===== config.mk =====
export PLATFORM = sky130hd
export DESIGN_NAME = uart_cfg
export DESIGN_NICKNAME = d
export VERILOG_FILES = /design/src/rtl/uart_cfg.sv
export SDC_FILE = /design/constraint.sdc
export NUM_CORES = 1
export LEC_CHECK = 0
export CELL_PAD_IN_SITES_DETAIL_PLACEMENT = 0
export CELL_PAD_IN_SITES_GLOBAL_PLACEMENT = 1
export CORE_MARGIN = 10
export CORE_UTILIZATION = 25
export CTS_BUF_LIST = sky130_fd_sc_hd__clkbuf_4 sky130_fd_sc_hd__clkbuf_8
export DETAILED_ROUTE_END_ITERATION = 8
export PLACE_DENSITY_LB_ADDON = 0.15
export SLEW_MARGIN = 20
export SYNTH_ARGS = -nofsm -noshare
export SYNTH_HDL_FRONTEND = slang
export SYNTH_SLANG_ARGS = --single-unit

===== constraint.sdc =====
create_clock -name clk -period 8.4 [get_ports clk]
set_input_delay 1.68 -clock clk [delete_from_list [all_inputs] [get_ports clk]]
set_output_delay 1.68 -clock clk [all_outputs]
set_load 0.03 [all_outputs]

===== src/rtl/uart_cfg.sv =====
// Configurable UART peripheral on an 8-bit Wishbone-style register port.
// TX/RX FIFOs, runtime frame format (5-8 data bits, parity, 1/2 stop), level irq.

module uart_cfg_fifo #(
  parameter int unsigned DEPTH = 16
) (
  input  logic       clk,
  input  logic       reset,
  input  logic       push,
  input  logic       pop,
  input  logic [7:0] din,
  output logic [7:0] dout_c,
  output logic       empty_c,
  output logic       full_c
);
  localparam int unsigned AW = $clog2(DEPTH);
  localparam int unsigned CW = AW + 1;

  logic [7:0]    mem [DEPTH];
  logic [AW-1:0] wr_ptr;
  logic [AW-1:0] rd_ptr;
  logic [CW-1:0] count;
  logic          do_push;
  logic          do_pop;

  assign empty_c = (count == '0);
  assign full_c  = (count == CW'(DEPTH));
  assign do_push = push & ~full_c;
  assign do_pop  = pop & ~empty_c;
  assign dout_c  = mem[rd_ptr];

  always_ff @(posedge clk) begin
    if (reset) begin
      wr_ptr <= '0;
      rd_ptr <= '0;
      count  <= '0;
    end else begin
      if (do_push) wr_ptr <= wr_ptr + AW'(1);
      if (do_pop)  rd_ptr <= rd_ptr + AW'(1);
      case ({do_push, do_pop})
        2'b10:   count <= count + CW'(1);
        2'b01:   count <= count - CW'(1);
        default: count <= count;
      endcase
    end
  end

  // Storage is not reset; the pointers alone define validity
  always_ff @(posedge clk) begin
    if (do_push) mem[wr_ptr] <= din;
  end
endmodule

module uart_cfg #(
  parameter int unsigned TX_DEPTH  = 16,
  parameter int unsigned RX_DEPTH  = 16,
  parameter int unsigned DIV_RESET = 6
) (
  input  logic       clk,
  input  logic       reset,
  output logic       tx,
  input  logic       rx,
  input  logic [2:0] wb_addr,
  input  logic [7:0] wb_dat_i,
  output logic [7:0] wb_dat_o,
  input  logic       wb_we,
  input  logic       wb_stb,
  output logic       wb_ack,
  output logic       irq
);
  localparam int unsigned DW = 8;
  localparam logic [2:0] A_TXDATA = 3'd0;
  localparam logic [2:0] A_RXDATA = 3'd1;
  localparam logic [2:0] A_DIV    = 3'd2;
  localparam logic [2:0] A_CTRL   = 3'd3;
  localparam logic [2:0] A_STATUS = 3'd4;

  typedef enum logic [2:0] {TX_IDLE, TX_START, TX_DATA, TX_PAR, TX_STOP} tx_state_t;
  typedef enum logic [2:0] {RX_IDLE, RX_START, RX_DATA, RX_PAR, RX_STOP, RX_WAIT} rx_state_t;

  function automatic logic [DW-1:0] data_mask(input logic [1:0] len);
    return 8'hFF >> (2'd3 - len);
  endfunction

  // Bus decode: one access per stb, side effects in the sampled cycle
  logic req, wr, rd;
  assign req = wb_stb & ~wb_ack;
  assign wr  = req & wb_we;
  assign rd  = req & ~wb_we;

  logic [DW-1:0] div_q;
  logic [6:0]    ctrl_q;
  logic [DW-1:0] tick_cnt;
  logic          tick;
  logic          ovr_q, ferr_q, perr_q;

  logic [DW-1:0] tx_dout, rx_dout;
  logic          tx_empty, tx_full, rx_empty, rx_full;
  logic          tx_idle_c;
  logic [DW-1:0] status_c;
  logic [DW-1:0] rd_data_c;

  always_ff @(posedge clk) begin
    if (reset) begin
      div_q  <= 8'(DIV_RESET);
      ctrl_q <= 7'h03;
    end else if (wr) begin
      if (wb_addr == A_DIV)  div_q  <= wb_dat_i;
      if (wb_addr == A_CTRL) ctrl_q <= wb_dat_i[6:0];
    end
  end

  // Oversample tick: counter 0..DIV, restarted by a DIV write
  assign tick = (tick_cnt == div_q);

  always_ff @(posedge clk) begin
    if (reset)                        tick_cnt <= '0;
    else if (wr && wb_addr == A_DIV)  tick_cnt <= '0;
    else if (tick)                    tick_cnt <= '0;
    else                              tick_cnt <= tick_cnt + DW'(1);
  end

  // ---------------- TX path ----------------
  tx_state_t     tx_state, tx_state_n;
  logic [4:0]    tx_tcnt;
  logic [2:0]    tx_bit;
  logic [DW-1:0] tx_data;
  logic [4:0]    tx_cfg;
  logic          tx_load_c;
  logic          tx_c;
  logic          tx_par_c;
  logic          tx_bit_end, tx_stop_end, tx_last_bit;

  assign tx_bit_end  = tick && (tx_tcnt == 5'd15);
  assign tx_stop_end = tick && (tx_tcnt == (tx_cfg[4] ? 5'd31 : 5'd15));
  assign tx_last_bit = (tx_bit == {1'b1, tx_cfg[1:0]});
  assign tx_par_c    = ^(tx_data & data_mask(tx_cfg[1:0])) ^ tx_cfg[3];
  assign tx_idle_c   = tx_empty && (tx_state == TX_IDLE);

  always_ff @(posedge clk) begin
    if (reset) tx_state <= TX_IDLE;
    else       tx_state <= tx_state_n;
  end

  // STOP chains straight into START when more data is queued
  always_comb begin
    tx_state_n = tx_state;
    tx_load_c  = 1'b0;
    case (tx_state)
      TX_IDLE: if (!tx_empty) begin
        tx_state_n = TX_START;
        tx_load_c  = 1'b1;
      end
      TX_START: if (tx_bit_end) tx_state_n = TX_DATA;
      TX_DATA:  if (tx_bit_end && tx_last_bit) tx_state_n = tx_cfg[2] ? TX_PAR : TX_STOP;
      TX_PAR:   if (tx_bit_end) tx_state_n = TX_STOP;
      TX_STOP:  if (tx_stop_end) begin
        if (!tx_empty) begin
          tx_state_n = TX_START;
          tx_load_c  = 1'b1;
        end else begin
          tx_state_n = TX_IDLE;
        end
      end
      default:  tx_state_n = TX_IDLE;
    endcase
  end

  always_comb begin
    tx_c = 1'b1;
    case (tx_state)
      TX_START: tx_c = 1'b0;
      TX_DATA:  tx_c = tx_data[tx_bit];
      TX_PAR:   tx_c = tx_par_c;
      default:  tx_c = 1'b1;
    endcase
  end

  always_ff @(posedge clk) begin
    if (reset) begin
      tx      <= 1'b1;
      tx_tcnt <= '0;
      tx_bit  <= '0;
      tx_data <= '0;
      tx_cfg  <= '0;
    end else begin
      tx <= tx_c;
      if (tx_load_c) begin
        tx_data <= tx_dout;
        tx_cfg  <= ctrl_q[4:0];
        tx_tcnt <= '0;
        tx_bit  <= '0;
      end else if (tick && tx_state != TX_IDLE) begin
        if (tx_bit_end && tx_state != TX_STOP) begin
          tx_tcnt <= '0;
          if (tx_state == TX_DATA) tx_bit <= tx_bit + 3'd1;
        end else begin
          tx_tcnt <= tx_tcnt + 5'd1;
        end
      end
    end
  end

  uart_cfg_fifo #(.DEPTH(TX_DEPTH)) u_tx_fifo (
    .clk     (clk),
    .reset   (reset),
    .push    (wr && wb_addr == A_TXDATA),
    .pop     (tx_load_c),
    .din     (wb_dat_i),
    .dout_c  (tx_dout),
    .empty_c (tx_empty),
    .full_c  (tx_full)
  );

  // ---------------- RX path ----------------
  rx_state_t     rx_state, rx_state_n;
  logic          rx_meta, rx_sync, rx_prev;
  logic [3:0]    rx_tcnt;
  logic [2:0]    rx_bit;
  logic [DW-1:0] rx_shift;
  logic [3:0]    rx_cfg;
  logic          rx_perr_pend;
  logic          rx_start_c, rx_sample_c, rx_last_bit;
  logic          rx_push_c, rx_ferr_c;
  logic [DW-1:0] rx_byte_c;

  always_ff @(posedge clk) begin
    if (reset) {rx_meta, rx_sync, rx_prev} <= 3'b111;
    else       {rx_meta, rx_sync, rx_prev} <= {rx, rx_meta, rx_sync};
  end

  assign rx_start_c  = (rx_state == RX_IDLE) && rx_prev && !rx_sync;
  assign rx_sample_c = tick && (rx_state == RX_START ? rx_tcnt == 4'd7 : rx_tcnt == 4'd15);
  assign rx_last_bit = (rx_bit == {1'b1, rx_cfg[1:0]});
  // Bits enter at the MSB; right-align to the configured width
  assign rx_byte_c   = rx_shift >> (2'd3 - rx_cfg[1:0]);

  always_ff @(posedge clk) begin
    if (reset) rx_state <= RX_IDLE;
    else       rx_state <= rx_state_n;
  end

  always_comb begin
    rx_state_n = rx_state;
    case (rx_state)
      RX_IDLE:  if (rx_start_c) rx_state_n = RX_START;
      RX_START: if (rx_sample_c) rx_state_n = rx_sync ? RX_IDLE : RX_DATA;
      RX_DATA:  if (rx_sample_c && rx_last_bit) rx_state_n = rx_cfg[2] ? RX_PAR : RX_STOP;
      RX_PAR:   if (rx_sample_c) rx_state_n = RX_STOP;
      RX_STOP:  if (rx_sample_c) rx_state_n = rx_sync ? RX_IDLE : RX_WAIT;
      RX_WAIT:  if (rx_sync) rx_state_n = RX_IDLE;
      default:  rx_state_n = RX_IDLE;
    endcase
  end

  always_comb begin
    rx_push_c = 1'b0;
    rx_ferr_c = 1'b0;
    if (rx_state == RX_STOP && rx_sample_c) begin
      rx_push_c = rx_sync;
      rx_ferr_c = !rx_sync;
    end
  end

  always_ff @(posedge clk) begin
    if (reset) begin
      rx_tcnt      <= '0;
      rx_bit       <= '0;
      rx_shift     <= '0;
      rx_cfg       <= '0;
      rx_perr_pend <= 1'b0;
    end else if (rx_start_c) begin
      rx_cfg       <= ctrl_q[3:0];
      rx_tcnt      <= '0;
      rx_bit       <= '0;
      rx_shift     <= '0;
      rx_perr_pend <= 1'b0;
    end else if (tick && rx_state != RX_IDLE && rx_state != RX_WAIT) begin
      if (rx_sample_c) begin
        rx_tcnt <= '0;
        if (rx_state == RX_DATA) begin
          rx_shift <= {rx_sync, rx_shift[DW-1:1]};
          rx_bit   <= rx_bit + 3'd1;
        end
        if (rx_state == RX_PAR) rx_perr_pend <= rx_sync ^ ^rx_byte_c ^ rx_cfg[3];
      end else begin
        rx_tcnt <= rx_tcnt + 4'd1;
      end
    end
  end

  uart_cfg_fifo #(.DEPTH(RX_DEPTH)) u_rx_fifo (
    .clk     (clk),
    .reset   (reset),
    .push    (rx_push_c),
    .pop     (rd && wb_addr == A_RXDATA),
    .din     (rx_byte_c),
    .dout_c  (rx_dout),
    .empty_c (rx_empty),
    .full_c  (rx_full)
  );

  // Sticky error flags; a set in the same cycle as a clear wins
  always_ff @(posedge clk) begin
    if (reset) begin
      ovr_q  <= 1'b0;
      ferr_q <= 1'b0;
      perr_q <= 1'b0;
    end else begin
      if (wr && wb_addr == A_STATUS) begin
        if (wb_dat_i[3]) ovr_q  <= 1'b0;
        if (wb_dat_i[4]) ferr_q <= 1'b0;
        if (wb_dat_i[5]) perr_q <= 1'b0;
      end
      if (rx_push_c && rx_full)                    ovr_q  <= 1'b1;
      if (rx_ferr_c)                               ferr_q <= 1'b1;
      if (rx_push_c && rx_cfg[2] && rx_perr_pend)  perr_q <= 1'b1;
    end
  end

  assign status_c = {2'b00, perr_q, ferr_q, ovr_q, tx_idle_c, tx_full, ~rx_empty};

  always_comb begin
    rd_data_c = '0;
    case (wb_addr)
      A_RXDATA: rd_data_c = rx_empty ? '0 : rx_dout;
      A_DIV:    rd_data_c = div_q;
      A_CTRL:   rd_data_c = {1'b0, ctrl_q};
      A_STATUS: rd_data_c = status_c;
      default:  rd_data_c = '0;
    endcase
  end

  always_ff @(posedge clk) begin
    if (reset) begin
      wb_ack   <= 1'b0;
      wb_dat_o <= '0;
      irq      <= 1'b0;
    end else begin
      wb_ack   <= req;
      wb_dat_o <= rd ? rd_data_c : '0;
      irq      <= (ctrl_q[5] & ~rx_empty) | (ctrl_q[6] & tx_idle_c) |
                  (ctrl_q[5] & (ovr_q | ferr_q | perr_q));
    end
  end
endmodule


======== After elaboration in Yosys (flattened, before gate mapping) ========
Memory sizes are Yosys's and may differ from the RTL's. A register that Yosys moved wholly into a read port is not among the register bits.
Index checks and enable logic that the tools add are counted.
storage, ports and cells
  memories ................................ 2
  RAM bits ................................ 256
  register bits ........................... 105
operators by class
  $lt $le $gt $ge ......................... 1
  eq/ne operators ......................... 39
  $add $sub $neg .......................... 15
  bitwise gates (word level) .............. 25
  reductions and logical operators ........ 52
  shift operators ......................... 2
  mux-type cells .......................... 49
memory list
  memory         depth  bits a word  rd ports  clocked after memory_dff  wr ports  RTL line  RTL
  u_rx_fifo.mem  16     8            1         1                         1         19        logic [7:0] mem [DEPTH];
  u_tx_fifo.mem  16     8            1         1                         1         19
operator list
  cell                                               number
  2-to-1 mux 3 bit                                   14
  one-hot mux 8 bit (4 select lines)                 1
  != test 2 bit (second input constant)              11
  adder 4 x 1 -> 4 bit (second input constant)       5
  logical AND 1 bit                                  20
  2-to-1 mux 1 bit                                   20
  one-hot mux 5 bit (2 select lines)                 2
  == test 3 x 2 -> 1 bit (second input constant)     6
  one-hot mux 3 bit (6 select lines)                 1
  nonzero test 2 bit                                 8
  XOR reduction 8 bit                                2
  adder 5 x 1 -> 5 bit (second input constant)       3
  one-hot mux 3 bit (5 select lines)                 1
  == test 3 bit (second input constant)              4
  2-to-1 mux 4 bit                                   3
  AND 1 bit                                          10
  == test 5 bit (second input constant)              2
  logical NOT 5 bit                                  2
  2-to-1 mux 5 bit                                   2
  AND reduction 2 bit                                5
  subtractor 5 x 1 -> 5 bit (second input constant)  2
  == test 3 x 1 -> 1 bit (second input constant)     3
  logical NOT 3 bit                                  3
  AND reduction 3 bit                                3
  other kinds (30)                                   50

======== Longest topological paths before layout ========
Gate-level depths: netlist of run 1.
  depth in word-level cells ............... 9
  gate-level depth with buffers ........... 16

======== Hierarchy ========
From an unflattened synthesis of run 1, not the netlist that was laid out.
second synthesis, totals
  cells, all modules ...................... 1,080
  area total of the unflattened synthesis .. 15,864.0 um^2
by module, submodules not included
  module                     instances  area each (um^2)  cells each
  uart_cfg_fifo (u_rx_fifo)  1          5,836.8           324
  uart_cfg_fifo (u_tx_fifo)  1          5,753.0           296
  uart_cfg                   1          4,274.1           460

======== Worst setup path after synthesis of run 1 ========
Ideal clock, no wire load.
  path kind ............................... input to register
  start point ............................. in wb_addr[0]
  end point ............................... reg u_tx_fifo.count[4]
  path slack .............................. 3,900 ps
  arrival ................................. 4,373 ps
  stages .................................. 15
  setup time .............................. 128 ps
  path through ............................ clkbuf_1 -> nor2_1 -> nor4bb_1 -> clkbuf_1 -> inv_1 -> ha_1 -> clkbuf_1 -> xor2_1 -> ha_1 -> or3b_2 -> a21oi_1 -> o21bai_1 -> a21oi_1 -> xnor2_1 -> nor2_1
on the way
  cells in the longest elaborated chain, start to end .. 5
  elaborated cells on any way between the ends .. 7
  classes of those cells .................. 2 x eq/ne; 1 x mux; 1 x bitwise; 3 x reduce/logical
RTL lines
  element                                                                          RTL line  RTL
  start: declaration                                                               63        input logic [2:0] wb_addr,
  logical NOT 3 bit *                                                              207       .push (wr && wb_addr == A_TXDATA),
  logical AND 1 bit *                                                              207
  AND 1 bit *                                                                      28        assign do_push = push & ~full_c;
  == test 2 x 1 -> 1 bit / == test 2 bit (equally long branches)                   40        case ({do_push, do_pop})
  one-hot mux 5 bit (2 select lines) / nonzero test 2 bit (equally long branches)  n/a
  end signal: assignment                                                           41        2'b10: count <= count + CW'(1);
  end signal: assignment                                                           42        2'b01: count <= count - CW'(1);
  end signal: assignment                                                           43        default: count <= count;
  end: declaration                                                                 22        logic [CW-1:0] count;
Mark *: on every way between the ends. The rest lies on a longest branch, timed or not.
A chain may end at the register's enable or synchronous reset.

======== Worst setup path after layout of run 1 ========
  start point ............................. in wb_addr[0]
  end point ............................... reg u_rx_fifo.count[4]
on the way
  cells in the longest elaborated chain, start to end .. 5
  elaborated cells on any way between the ends .. 7
  classes of those cells .................. 3 x eq/ne; 1 x mux; 1 x bitwise; 2 x reduce/logical
RTL lines
  element                                                                          RTL line  RTL
  == test 3 x 1 -> 1 bit *                                                         296       .pop (rd && wb_addr == A_RXDATA),
  logical AND 1 bit *                                                              296
  AND 1 bit *                                                                      29        assign do_pop = pop & ~empty_c;
  net u_rx_fifo.do_pop                                                             24        logic do_pop;
  == test 2 x 1 -> 1 bit / == test 2 bit (equally long branches)                   40
  one-hot mux 5 bit (2 select lines) / nonzero test 2 bit (equally long branches)  n/a
  end signal: assignment                                                           41
  end signal: assignment                                                           42
  end signal: assignment                                                           43
  end: declaration                                                                 22
Mark *: on every way through the listed nets, which the timed path passes. The rest lies on a longest branch.

==> run_results.csv, run 1 <==
group,metric,value,unit
run_status,outcome,"complete, no violations",
yosys,synth_cell_types,61,
cells_and_area,nNetsFinal,1164,
setup_path,crit_path_frequent_cell,"inv_1",
global_routing,use_met2,0.160,
cts,path_clk_slew,50,ps
routing,drt_first_pass_iters,5,
sta,finClkSkew,25.5,ps
global_routing,grt_pass1_wl,60.5,mm
cells_and_area,area_delta_synth_final,16.9,%
routing,vias_per_cell,4.40,
cts,clock_latency,640,ps
cells_and_area,seq_area,10000,um2
floorplanning,io_pins,27,
cts,htree_levels,3,
cts,cts_buffers,70,
routing,vias,8875,
cts,cts.sinks,373,
floorplanning,coreArea,61800,um2
pwr,power.total,4.63,mW
placement,place_area,16800,um2
sta,fin_crit_sh,0.562,
routing,drt_iter0_drc,429,
setup_path,max_stage_delay,830,ps
setup_path,worstPathCellList,"clkdlybuf4s50_1, inv_1, or3_1, nor4_2, ha_1, inv_1, fa_1, nor2b_1, o21ai_0, and3_1, nor3_1, xnor2_1, nor2_1",
cts,post-cts-setup-buffers,0,
yosys,yosysWarnings,0,
floorplanning,start_util,0.253,
sta,worst_pin_slew,1040,ps
yosys,async_reset_ff_frac,0,
global_routing,antenna_found_initial,0,
setup_path,cp-startpoint,"wb_addr[0]",
sta,max_freq,212,MHz
flow_run,cap_viol_max_count,0,
global_routing,grt_overflow,0,
setup_path,cp_max_fo,11,
cells_and_area,drive_above_1_share,0.189,
sta,max_slew_margin,0.305,
worst_hold_path,holdCritStartpoint,"rx_meta",
yosys,synth_top_area_share,0.492,
yosys,syn-num-nets,1109,
global_routing,grt_busiest_layer,"met2",
cells_and_area,mostFrequentLayoutCells,"edfxtp_1, nor2_1, dfxtp_1",
yosys,yosys.area.top_type,"edfxtp_1",
cells_and_area,multi_input_area,5330,um2
placement,dp_hpwl,26.1,mm
pwr,p_per_area,253,nW/um2
sta,hold_viol_final,0,
sta,post-route-min-period,4720,ps
floorplanning,die_y,270,um
sta,rsz0062_at_grt,"false",
routing,remaining_drc_errors,0,
global_routing,grt_pass1_vias,9216,
worst_hold_path,hp-class,"reg2reg",
cts,cts_resized,0,
setup_path,cp_slowest_cell,"clkdlybuf4s50_1",
cts,tritoncts,"done",
setup_path,cp.required,8880,ps
yosys,synthTopCellsByArea,"edfxtp_1, dfxtp_1, mux4_2, mux2i_1, nor2_1",
yosys,avgSynthCellArea,14.6,um2
yosys,syn_inst,1069,
routing,wire_per_inst,19.8,um
cts,cts_hold_buf,0,
pwr,p_leak,5.70,nW
sta,maxSlewViolCount,0,
yosys,synth_edf_count,256,
setup_path,path_buf_inv,3,
floorplanning,rows,91,
setup_path,rr_startpoint,"div_q[7]",
setup_path,crit_arrival,5210,ps
cells_and_area,antenna_cells,0,
setup_path,crit_type,"in2reg",
routing,ant_nets,0,
cts,clockBufferDepth,3,
yosys,synth_area,15600,um2
pwr,vdd_drop_max,102,uV
sta,finalSetupTns,0,ps
setup_path,crit_family,"simple AND/OR/NAND/NOR gates",
placement,io_buffers,26,
global_routing,grt_use_met1,0.156,
cts,root_buffer,"clkbuf_8",
placement,gp_congestion,0.705,
floorplanning,die_width,270,um
global_routing,grtUsageTotal,0.109,
sta,setup_viol,0,
cells_and_area,final_area,18300,um2
global_routing,grt_max_degree,49,
setup_path,ff2ff_setup_slack,4310,ps
floorplanning,dieArea,73000,um2
global_routing,met3_usage,0.0216,
yosys,ys_seq_area_frac,0.641,
cells_and_area,final_common_cell,"edfxtp_1",
yosys,synth_flop_cell,"edfxtp_1",
setup_path,cp-end-kind,"flop",
setup_path,start_kind,"input port",
yosys,ys_ff_latch,373,
cells_and_area,final.fill_count,6225,
routing,drt_wl_total,39.9,mm
## report_power, final
group	switching (mW)	total (mW)	internal (mW)
Clock	0.785	1.83	1.05
Combinational	0.404	0.724	0.321
Sequential	0.0679	2.07	2.00
## cell families after synthesis
kind of cell | Yosys count | share of synthesized area
flops | 373 | 0.641
simple gates | 280 | 0.0903
mux | 143 | 0.145
compound gates | 112 | 0.0486
buf+inv | 76 | 0.0202
xor+xnor | 61 | 0.0350
fa+ha+maj | 24 | 0.0197
## through the flow
step | utilization | setup WS, ps | hold slack (ps) | cells
floorplan | - | 3900 | 389 | 1069
global placement | 0.272 | 3050 | 392 | 1889
detailed placement | 0.272 | 3030 | 395 | 1889
CTS | 0.296 | 3720 | 408 | 2015
global route | 0.296 | 3410 | 439 | 2015
finish | 0.296 | 3680 | 407 | 2015
## sequential cells by signal (all words and copies together) (netlist names), 4 cells and up, named ones only
| signal | flops |
|---|---|
| ctrl_q | 7 |
| div_q | 8 |
| rx_cfg | 4 |
| rx_shift | 8 |
| rx_tcnt | 4 |
| tick_cnt | 8 |
| tx_cfg | 5 |
| tx_data | 8 |
| tx_tcnt | 5 |
| u_rx_fifo.count | 5 |
| u_rx_fifo.mem | 128 |
| u_rx_fifo.rd_ptr | 4 |
| u_rx_fifo.wr_ptr | 4 |
| u_tx_fifo.count | 5 |
| u_tx_fifo.mem | 128 |
| u_tx_fifo.rd_ptr | 4 |
| u_tx_fifo.wr_ptr | 4 |
| wb_dat_o | 8 |
## path summary, 6_finish.rpt
check / to / cells after the start
max: u_rx_fifo.count[4] / 13
min: rx_sync / 1
max reg2reg: u_tx_fifo.count[4] / 14
min reg2reg: rx_sync / 1
## cells in the mapped netlist, types with 5 or more instances
| library cell | count |
|---|---|
| a211o_1 | 5 |
| a211oi_1 | 5 |
| a21oi_1 | 30 |
| a221oi_1 | 12 |
| a22oi_1 | 7 |
| a311oi_1 | 9 |
| and2_1 | 5 |
| and3_1 | 22 |
| buf_1 | 5 |
| buf_2 | 13 |
| clkbuf_1 | 34 |
| dfxtp_1 | 117 |
| edfxtp_1 | 256 |
| ha_1 | 23 |
| inv_1 | 19 |
| mux2_2 | 6 |
| mux2i_1 | 71 |
| mux4_2 | 66 |
| nand2_1 | 33 |
| nand2b_1 | 6 |
| nand3_1 | 11 |
| nand3b_1 | 8 |
| nand4_1 | 10 |
| nor2_1 | 122 |
| nor2b_1 | 22 |
| nor3_1 | 13 |
| o21ai_0 | 19 |
| or2_2 | 5 |
| or3_1 | 6 |
| xnor2_1 | 29 |
| xor2_1 | 31 |
## final cells by class
| type | instances | share of cell area |
|---|---|---|
| Tap cell | 837 | 0.0573 |
| Inverter | 20 | 0.00411 |
| Sequential cell | 373 | 0.549 |
| Clock buffer | 95 | 0.0653 |
| Multi-Input combinational cell | 620 | 0.291 |
| Timing Repair Buffer | 39 | 0.0194 |
| Clock inverter | 31 | 0.0139 |
## metal layers
metal | share of wire | wire (um) | vias to the layer above
met3 | 0.037 | 1490 | 59
met4 | 0.019 | 738 | 0
met2 | 0.43 | 17300 | 143
met5 | 0 | 0 | -
li1 | - | - | 4186
met1 | 0.51 | 20400 | 4487
(Power assumes the default switching activity.)
==> inputs of run 2 (changes only) <==
==> constraint.sdc (replaced) <==
create_clock -name clk -period 4.51 [get_ports clk]
set_input_delay 0.902 -clock clk [delete_from_list [all_inputs] [get_ports clk]]
set_output_delay 0.902 -clock clk [all_outputs]
set_load 0.03 [all_outputs]
==> run_results.csv, run 2 (synthesized netlist as in run 1, its figures left out) <==
group,metric,value,unit
setup_path,max_stage_delay,500,ps
pwr,p_per_area,465,nW/um2
sta,fin_crit_sh,0.796,
cts,path_clk_slew,60,ps
cts,clockBufferDepth,3,
global_routing,grt_overflow,0,
sta,finalSetupTns,0,ps
floorplanning,die_y,270,um
routing,wire_per_inst,19.7,um
cells_and_area,largestRegisters,"u_rx_fifo.mem: 128 flops, u_tx_fifo.mem: 128 flops",
global_routing,grtUsageTotal,0.110,
cts,tritoncts,"done",
floorplanning,io_pins,27,
sta,finClkSkew,40.7,ps
cells_and_area,drive_above_1_share,0.207,
run_status,outcome,"complete, no violations",
routing,remaining_drc_errors,0,
cts,cts.sinks,373,
global_routing,antenna_found_initial,0,
setup_path,crit_family,"simple AND/OR/NAND/NOR gates",
setup_path,worstPathCellList,"xor2_1, nor4_4, and4bb_1, and3_1, inv_2, ha_1, ha_1, nor2b_1, o21ai_0, a21oi_1, nor3_1, xnor2_1, nor2_1",
setup_path,path_buf_inv,1,
routing,drt_wl_total,40.3,mm
pwr,power_frac_clock,0.395,
cts,cts_buffers,70,
cts,clock_latency,640,ps
placement,gp_congestion,0.730,
setup_path,cp.required,5010,ps
cells_and_area,post-route-util,0.299,
pwr,pwr-share-seq,0.451,
cts,cts_resized,0,
worst_hold_path,hp-class,"reg2reg",
sta,worst_pin_slew,1020,ps
sta,hold_viol_final,0,
cts,cts_hold_buf,0,
setup_path,cp-end-kind,"flop",
sta,setup_viol,0,
routing,drt_first_pass_iters,6,
pwr,p_int,6.28,mW
routing,drt_iter0_drc,523,
setup_path,crit_arrival,4090,ps
pwr,netSwitchingPower,2.31,mW
cells_and_area,nNetsFinal,1189,
setup_path,cp-startpoint,"tick_cnt[0]",
pwr,p_sw_frac,0.269,
placement,io_buffers,26,
sta,max_slew_margin,0.318,
sta,maxSlewViolCount,0,
floorplanning,rows,91,
global_routing,grt_pass1_vias,9188,
setup_path,crit_type,"reg2reg",
sta,post-route-min-period,3590,ps
setup_path,start_kind,"flop",
floorplanning,start_util,0.253,
pwr,p_leak,5.83,nW
placement,dp_hpwl,26.6,mm
sta,rsz0062_at_grt,"false",
pwr,comb_power_share,0.154,
cts,root_buffer,"clkbuf_8",
setup_path,crit_path_frequent_cell,"ha_1",
floorplanning,coreArea,61800,um2
setup_path,cp_slowest_cell,"and3_1",
cells_and_area,area_delta_synth_final,18.1,%
sta,max_freq,279,MHz
routing,vias_per_cell,4.44,
floorplanning,dieArea,73000,um2
global_routing,grt_pass1_wl,60.5,mm
setup_path,cp_max_fo,16,
cells_and_area,final_common_cell,"edfxtp_1",
worst_hold_path,holdCritStartpoint,"rx_meta",
cts,htree_levels,3,
routing,ant_nets,0,
setup_path,rr_startpoint,"tick_cnt[0]",
cells_and_area,mostFrequentLayoutCells,"edfxtp_1, nor2_1, dfxtp_1",
global_routing,grt_max_degree,48,
pwr,vdd_drop_max,219,uV
flow_run,cap_viol_max_count,0,
routing,vias,9072,
cts,post-cts-setup-buffers,0,
cells_and_area,final.fill_count,6182,
floorplanning,die_width,270,um
-- run 2: final timing paths --
| check | slack, ps | depth (start not counted) | to |
|---|---|---|---|
| min | 410 | 1 | rx_sync |
| min reg2reg | 410 | 1 | rx_sync |
| max reg2reg | 920 | 13 | u_rx_fifo.count[4] |
| max | 920 | 13 | u_rx_fifo.count[4] |
-- run 2: metrics by stage --
stage	hold WS (ps)	setup slack (ps)	area (um2)	cells	power [mW]
final	409	922	18500	2042	8.59
after global routing	430	579	18500	2041	9.05
after CTS	410	924	18500	2041	8.77
after detailed placement	393	404	17000	1914	5.28
after global placement	399	441	17000	1914	5.29
after floorplan	389	788	15600	1069	4.92
-- run 2: final cells by class --
cell class	instances	area [um2]	area share
Antenna cell	1	2.50	0.000136
Clock buffer	107	1290	0.0699
Clock inverter	20	158	0.00854
Inverter	20	75.1	0.00407
Multi-Input combinational cell	620	5310	0.287
Sequential cell	373	10000	0.543
Tap cell	837	1050	0.0567
Timing Repair Buffer	64	556	0.0301
-- run 2: per-layer routing --
metal,up-vias,routed length (um),GRT usage
li1,4231,-,-
met1,4617,20400,0.160
met2,177,17100,0.153
met3,47,2090,0.0289
met4,0,705,0.0410
met5,-,0,0
-- run 2: power groups by stage --
stage          sequential [mW]  clock [mW]  combinational [mW]
2_1_floorplan             3.87           0                1.05
3_3_place_gp              3.95           0                1.34
3_5_place_dp              3.95           0                1.33
4_1_cts                   3.88        3.55                1.34
5_1_grt                   3.89        3.70                1.46
6_report                  3.87        3.40                1.32
==> RTL change, RTL diff (config.mk and constraints of run 1) <==
`TX_DEPTH`: 16 -> 32.
--- a/src/rtl/uart_cfg.sv
+++ b/src/rtl/uart_cfg.sv
@@ -52,7 +52,7 @@
 endmodule
 
 module uart_cfg #(
-  parameter int unsigned TX_DEPTH  = 16,
+  parameter int unsigned TX_DEPTH  = 32,
   parameter int unsigned RX_DEPTH  = 16,
   parameter int unsigned DIV_RESET = 6
 ) (
Function: no difference found for any inputs over 4 cycles, from zero or initial values and one cycle with reset high; that may be too few to reach the edited logic, so the function may still have changed.
==> RTL change against run 1 <==
Worst setup slack lost 61 ps; register-to-register slack better by 130 ps; wire length grew 34%; synthesized area up 34%; die area is 31% higher; final cell count increased by 25%; final area increased by 32%; largest cell class unchanged; sequential cell count is 131 higher; count of clock-buffer cells in the layout rose by 32; total power rose by 31%.
==> RTL change: results (changes against run 1) <==
WP data arrival: 5330 ps (+120 ps)
register area share after synthesis: 66.6% (+2.5 points)
Post-Synth XOR/XNOR Area: 2.68% (-0.82 points)
vias in the first global route: 11900 (+29%)
fillcell total: 8317 (+34%)
Avg Cell Area, Syn: 16.2 um2 (+11%)
largest net degree at the start of global routing: 61 (+24%)
Final HPWL DP: 34000 um (+30%)
initial antenna violation count: 2 (+2)
final net count: 1398 (+20%)
gp weighted congestion: 0.715 (+1.4%)
switching share of power: 27.3% (+0.13 points)
Compound-Gate Fraction of Synth Area: 3.25% (-1.6 points)
Pre-Repair DR Iteration Count: 4 (-1)
Post-Place Cells: 2347 (+24%)
r2r setup slk: 4440 ps (+130 ps)
vias post-DR: 11200 (+26%)
biggest registers after layout: u_tx_fifo.mem (256), u_rx_fifo.mem (128)
syn_nets: 1328 (+20%)
leading post-synthesis cells by cell area: edfxtp_1, mux4_2, dfxtp_1
status: completed
Total GRT Usage: 11.2% (+0.38 points)
Post-synth EDFFs: 384 (+50%)
first-pass GRT wire length: 79600 um (+32%)
slew margin rel.: 32.0% (+1.5 points)
RR Startpoint: tick_cnt[2]
area share of fa/ha/maj cells after synthesis: 1.47% (-0.50 points)
Cell variety after synth: 70 (+15%)
P_leak: 7.33 nW (+28%)
initial drt markers: 506 (+18%)
net switching power: 1.65 mW (+32%)
CP max FO: 10 (-1)
Routed Wire Length: 53600 um (+34%)
Vias/cell: 4.47 (+1.4%)
mux cell area share after synthesis: 16.3% (+1.8 points)
TritonCTS buffer count: 89 (+27%)
VDD IR max: 0.128 mV (+25%)
Commonest cells post-synth: edfxtp_1, nor2_1, mux4_2
seq pwr: 2.83 mW (+37%)
worst clock skew: 45.9 ps (+20.4 ps)
share of cells above drive strength 1: 22.8% (+3.8 points)
R2R Path End: u_rx_fifo.count[4]
combinational power share: 16.3% (+0.7 points)
==> RTL change: stage by stage <==
stage	cell area [um2]	worst slack, ps
5_1_grt	24200	3380
3_5_place_dp	22500	2930
6_report	24200	3620
3_3_place_gp	22500	3010
2_1_floorplan	20900	4000
4_1_cts	24200	3680
==> RTL change: metal layers <==
metal,GRT usage (%),share of wire (%),vias up
met5,0,0,-
met4,3.46,2.2,0
met3,2.13,3.1,91
met2,19.0,50,195
met1,14.4,45,5764
li1,-,-,5169
==> RTL change: worst min-delay path by stage <==
stage,startpoint,end,slack [ps],cells past startpoint
2_1_floorplan,rx_meta,rx_sync,390,1
3_3_place_gp,rx_meta,rx_sync,400,1
3_5_place_dp,rx_meta,rx_sync,410,1
4_1_cts,rx_meta,rx_sync,420,1
5_1_grt,rx_meta,rx_sync,430,1
6_report,rx_meta,rx_sync,420,1
==> RTL change: kinds of logic (layout without fill, tap and decap cells) <==
group / after synthesis / in the layout
buf+inv: 94 / 234
mux: 186 / 186
other cells: 0 / 4
flops: 504 / 504
simple gates: 314 / 314
fa+ha+maj: 24 / 24
compound gates: 102 / 102
xor+xnor: 64 / 64
==> RTL change: layout make-up <==
type / instances / area, um2 / area share [%]
multi-input combinational: 690 / 6650 / 27.4
clock buffer: 127 / 1540 / 6.34
inverter: 23 / 86.3 / 0.356
timing repair buffer: 50 / 438 / 1.81
sequential: 504 / 13900 / 57.6
clock inverter: 34 / 215 / 0.888
tap: 1080 / 1350 / 5.58
antenna: 4 / 10.0 / 0.0413
==> RTL change: critical path, stage by stage <==
cell and delay [ps]:
clkdlybuf4s50_1 820, inv_1 130, or3_1 360, nor4_2 530
ha_1 340, inv_1 110, fa_1 440, nor2b_1 170
o21ai_0 130, and3_1 200, nor3_1 210, xnor2_1 150
nor2_1 50
